### src/rtl/excess3_pkg.sv
// Shared constants and FSM state type for the Excess-3 to BCD sequential converter.
package excess3_pkg;

  localparam logic [3:0] XS3_OFFSET = 4'd3;
  localparam logic [3:0] XS3_MIN    = 4'd3;
  localparam logic [3:0] XS3_MAX    = 4'd12;

  typedef enum logic [1:0] {
    S_IDLE,
    S_CONV,
    S_DONE
  } state_e;

endpackage

### src/rtl/excess3_digit_conv.sv
// Combinational single-digit Excess-3 to BCD converter with invalid-code flag.
module excess3_digit_conv
  import excess3_pkg::*;
(
  input  logic [3:0] xs3_i,
  output logic [3:0] bcd_o,
  output logic       invalid_o
);

  // Codes outside 3..12 map to zero and raise the invalid flag.
  always_comb begin
    invalid_o = (xs3_i < XS3_MIN) || (xs3_i > XS3_MAX);
    bcd_o     = invalid_o ? 4'd0 : (xs3_i - XS3_OFFSET);
  end

endmodule

### src/rtl/excess3_bcd_seq_conv.sv
// Sequential Excess-3 to BCD word converter: one digit per clock, digit 0 first,
// valid/ready on both sides. Define XS3_ERRCNT_EN to add the saturating err_cnt port.
module excess3_bcd_seq_conv
  import excess3_pkg::*;
#(
  parameter int unsigned DIGITS    = 4,
  parameter int unsigned ERR_CNT_W = 8
) (
  input  logic                  clk,
  input  logic                  rst,
  input  logic                  in_valid,
  output logic                  in_ready,
  input  logic [4*DIGITS-1:0]   in_data,
  output logic                  out_valid,
  input  logic                  out_ready,
  output logic [4*DIGITS-1:0]   out_data,
  output logic [DIGITS-1:0]     out_err_mask,
  output logic                  out_err
`ifdef XS3_ERRCNT_EN
  ,
  output logic [ERR_CNT_W-1:0]  err_cnt
`endif
);

  localparam int unsigned CntW = (DIGITS > 1) ? $clog2(DIGITS) : 1;
  localparam logic [CntW-1:0] LastCnt = CntW'(DIGITS - 1);

  state_e              state_q;
  logic [CntW-1:0]     cnt_q;
  logic [4*DIGITS-1:0] data_q;
  logic [4*DIGITS-1:0] result_q;
  logic [DIGITS-1:0]   mask_q;
  logic                out_valid_q;

  logic [3:0]          cur_xs3;
  logic [3:0]          cur_bcd;
  logic                cur_invalid;

  // Select the digit currently being converted.
  always_comb begin
    cur_xs3 = data_q[{cnt_q, 2'b00} +: 4];
  end

  excess3_digit_conv u_digit_conv (
    .xs3_i     (cur_xs3),
    .bcd_o     (cur_bcd),
    .invalid_o (cur_invalid)
  );

  // Ready in IDLE, or in DONE when the held word leaves this cycle (back-to-back accept).
  always_comb begin
    in_ready = (state_q == S_IDLE) || ((state_q == S_DONE) && out_ready);
  end

  // Conversion FSM with registered outputs.
  always_ff @(posedge clk) begin
    if (rst) begin
      state_q     <= S_IDLE;
      cnt_q       <= '0;
      data_q      <= '0;
      result_q    <= '0;
      mask_q      <= '0;
      out_valid_q <= 1'b0;
    end else begin
      case (state_q)
        S_IDLE: begin
          if (in_valid) begin
            data_q   <= in_data;
            result_q <= '0;
            mask_q   <= '0;
            cnt_q    <= '0;
            state_q  <= S_CONV;
          end
        end
        S_CONV: begin
          result_q[{cnt_q, 2'b00} +: 4] <= cur_bcd;
          mask_q[cnt_q]                 <= cur_invalid;
          if (cnt_q == LastCnt) begin
            state_q     <= S_DONE;
            out_valid_q <= 1'b1;
          end else begin
            cnt_q <= cnt_q + CntW'(1);
          end
        end
        S_DONE: begin
          if (out_ready) begin
            out_valid_q <= 1'b0;
            if (in_valid) begin
              data_q   <= in_data;
              result_q <= '0;
              mask_q   <= '0;
              cnt_q    <= '0;
              state_q  <= S_CONV;
            end else begin
              state_q <= S_IDLE;
            end
          end
        end
        default: begin
          state_q     <= S_IDLE;
          out_valid_q <= 1'b0;
        end
      endcase
    end
  end

  assign out_valid    = out_valid_q;
  assign out_data     = result_q;
  assign out_err_mask = mask_q;
  assign out_err      = |mask_q;

`ifdef XS3_ERRCNT_EN
  logic [ERR_CNT_W-1:0] err_cnt_q;

  // Count delivered words carrying any invalid digit; hold at all-ones.
  always_ff @(posedge clk) begin
    if (rst) begin
      err_cnt_q <= '0;
    end else if (out_valid_q && out_ready && out_err && (err_cnt_q != '1)) begin
      err_cnt_q <= err_cnt_q + ERR_CNT_W'(1);
    end
  end

  assign err_cnt = err_cnt_q;
`endif

endmodule

### config.mk
export PLATFORM = sky130hd
export DESIGN_NAME = excess3_bcd_seq_conv
export DESIGN_NICKNAME = d
export VERILOG_FILES = /design/src/rtl/excess3_pkg.sv /design/src/rtl/excess3_digit_conv.sv /design/src/rtl/excess3_bcd_seq_conv.sv
export SDC_FILE = /design/constraint.sdc
export NUM_CORES = 1
export LEC_CHECK = 0
export ABC_CLOCK_PERIOD_IN_PS = 6600
export CORE_MARGIN = 2
export CORE_UTILIZATION = 48
export DETAILED_ROUTE_END_ITERATION = 7
export PLACE_DENSITY = 0.75
export SLEW_MARGIN = 20
export SYNTH_ARGS = -nofsm -noshare
export SYNTH_HDL_FRONTEND = slang
export SYNTH_SLANG_ARGS = --single-unit
### constraint.sdc
create_clock -name clk -period 6.6 [get_ports clk]
set_input_delay 1.32 -clock clk [delete_from_list [all_inputs] [get_ports clk]]
set_output_delay 1.32 -clock clk [all_outputs]
set_load 0.005 [all_outputs]
==> reports/metrics.yaml <==
status: "completed"
ant_nets: 0
final_common_cell: "nand2_1"
syn_inst: 219
finalPower_w: 0.000497
die_y_um: 67.6
cts_inserted_buffers: 5
drv_cap: 0
slew_headroom_pct: 44.4
setup_viol_count_final: 0
grt_overflow: 0
wl_per_cell_um: 13.7
slew_viol_final: 0
initial_core_util_pct: 49.3
wl_um: 4210
worst_ir_drop_vdd_mv: 0.127
cts-hold-fix-buffers: 0
ys_types: 36
synth_fp_nets: 245
ys.flop_type: "dfxtp_1"
hold_path.class: "reg2reg"
finalCritPeriodShare_pct: 60.7
fmax_mhz: 249
power.density_nw_per_um2: 202
power_leakage_nw: 0.854
core-area_um2: 3940
setup_tns_ns: 0
rsz0062_at_grt: "no"
clkTransAtPathRegs_ns: 0.07
async_flop_share_pct: 0
worstMarginPinSlew_ns: 0.827
hold_viol: 0
critical-path-top-delay-family: "buffers and inverters"
multi_input_area_um2: 1040
viasPerCell: 5.55
slowest_delay_ns: 0.50
crit_type: "in2out"
syn_avg_cell_area_um2: 8.87
post_cts_buffers: 0
crit_required_ns: 5.28
path_max_fanout: 8
end_kind: "output pin"
via_count: 1703
crit_top_cell: "clkdlybuf4s50_1"
drt_iter0_drc: 101
start_kind: "primary input"
worst_path_max_delay_cell: "clkdlybuf4s50_1"
rows: 23
layout-drive-gt1-share_pct: 6.23
drc: 0
seq_area_um2: 821
port_buffers: 42
place_hpwl_um: 3020
nFillCells: 361
path_buf_inv: 2
fin_crit_ns: 4.01
mostFrequentLayoutCells: "nand2_1 (50), clkdlybuf4s50_1 (42), dfxtp_1 (41), a21oi_1 (21), nor2_1 (11)"
fin_util_pct: 62.4
place.gp.congestion: 0.793
final_cells: 307
antenna_cells: 0
ctsRootBufferMaster: "clkbuf_8"
cts.sinks: 41
crit_chain: "clkdlybuf4s50_1 > nand2b_1 > nor2b_1 > clkdlybuf4s50_1"
clock_path_buffers: 2
syn2layout_area_growth_pct: 26.5
synth_enable_flop_cells: 0
dieArea_um2: 4570
grt_usage_pct: 20.2
insertion_delay_ns: 0.29
ctsHtreeMaxLevel: 2
grt_pass1_wl_um: 6960
ios: 43
final.setup_skew_ns: 0.00464
yosys_warnings: 0
grt_max_degree: 47
cts_resized: 0
cts_tree: "yes"
grt_pass1_vias: 1526
die_w_um: 67.6
ys_ff_latch: 41
crit_arrival_ns: 2.69
place_inst: 299
dr.pass1.iters: 4
nNetsFinal: 282
antenna_found_initial: 0
yosysSeqAreaShare_pct: 42.2
netlist_area_um2: 1940
power breakdown:
group	internal [W]	total (W)	switching (W)
Clock	0.0000732	0.000154	0.0000807
Sequential	0.000256	0.000264	0.00000830
Combinational	0.0000361	0.0000788	0.0000426
Total	0.000365	0.000497	0.000132
flip-flops by register name, indices dropped and copies added (netlist names):
register / cells
cnt_q: 2
state_q: 2
data_q: 16
out_err_mask: 4
out_valid: 1
out_data: 16
tightest hold or removal path, stage by stage (launching register included):
cell and delay (ns):
dfxtp_1 0.31, nand2_1 0.05, a21oi_1 0.05
synth_stat cells, types with 5 or more instances:
master / number / share of area (%)
clkbuf_1: 10 / 1.9
nand2b_1: 7 / 2.3
ha_1: 6 / 3.9
mux4_2: 5 / 5.8
a21oi_1: 21 / 5.4
o32ai_1: 6 / 2.7
nand3b_1: 6 / 2.3
nand2_1: 50 / 9.7
a221oi_1: 8 / 3.6
nor2_1: 11 / 2.1
dfxtp_1: 41 / 42
inv_1: 6 / 1.2
layer usage:
metal / vias to the layer above / share of wire [%] / track usage (%) / routed length, um
met3: 9 / 5.3 / 5.50 / 224
met4: 0 / 1.3 / 8.16 / 55
met2: 58 / 46 / 31.5 / 1930
li1: 872 / - / - / -
met1: 764 / 47 / 26.5 / 2000
met5: - / 0 / 0 / 0
path summary, 6_finish.rpt:
kind	startpoint	endpoint	slack, ns	cells after the start
min reg2reg	data_q[8]	data_q[8]	0.46	2
max reg2reg	cnt_q[0]	out_err_mask[2]	4.07	7
min	data_q[8]	data_q[8]	0.46	2
max	out_ready	in_ready	2.59	4
cell families after synthesis:
| kind of cell | share of synthesized area [%] |
|---|---|
| multiplexers | 5.80 |
| AO/OA/AOI/OAI | 21.9 |
| buffers and inverters | 4.31 |
| adder cells (fa/ha/maj) | 3.86 |
| flip-flops | 42.2 |
| AND/OR/NAND/NOR | 21.9 |
cell type report:
cell class	count	area share [%]
clock inverter	2	0.407
timing repair buffer	43	17.4
sequential	41	33.4
inverter	7	1.07
tap	50	2.54
clock buffer	6	2.95
multi-input combinational	158	42.2
per-stage QoR:
stage	area (um^2)	hold WS, ns	worst slack [ns]
4_1_cts	2460	0.457	2.60
2_1_floorplan	1940	0.433	3.60
5_1_grt	2460	0.484	2.47
3_3_place_gp	2380	0.440	2.63
3_5_place_dp	2380	0.447	2.61
6_report	2460	0.457	2.59
(Power assumes the default switching activity.)
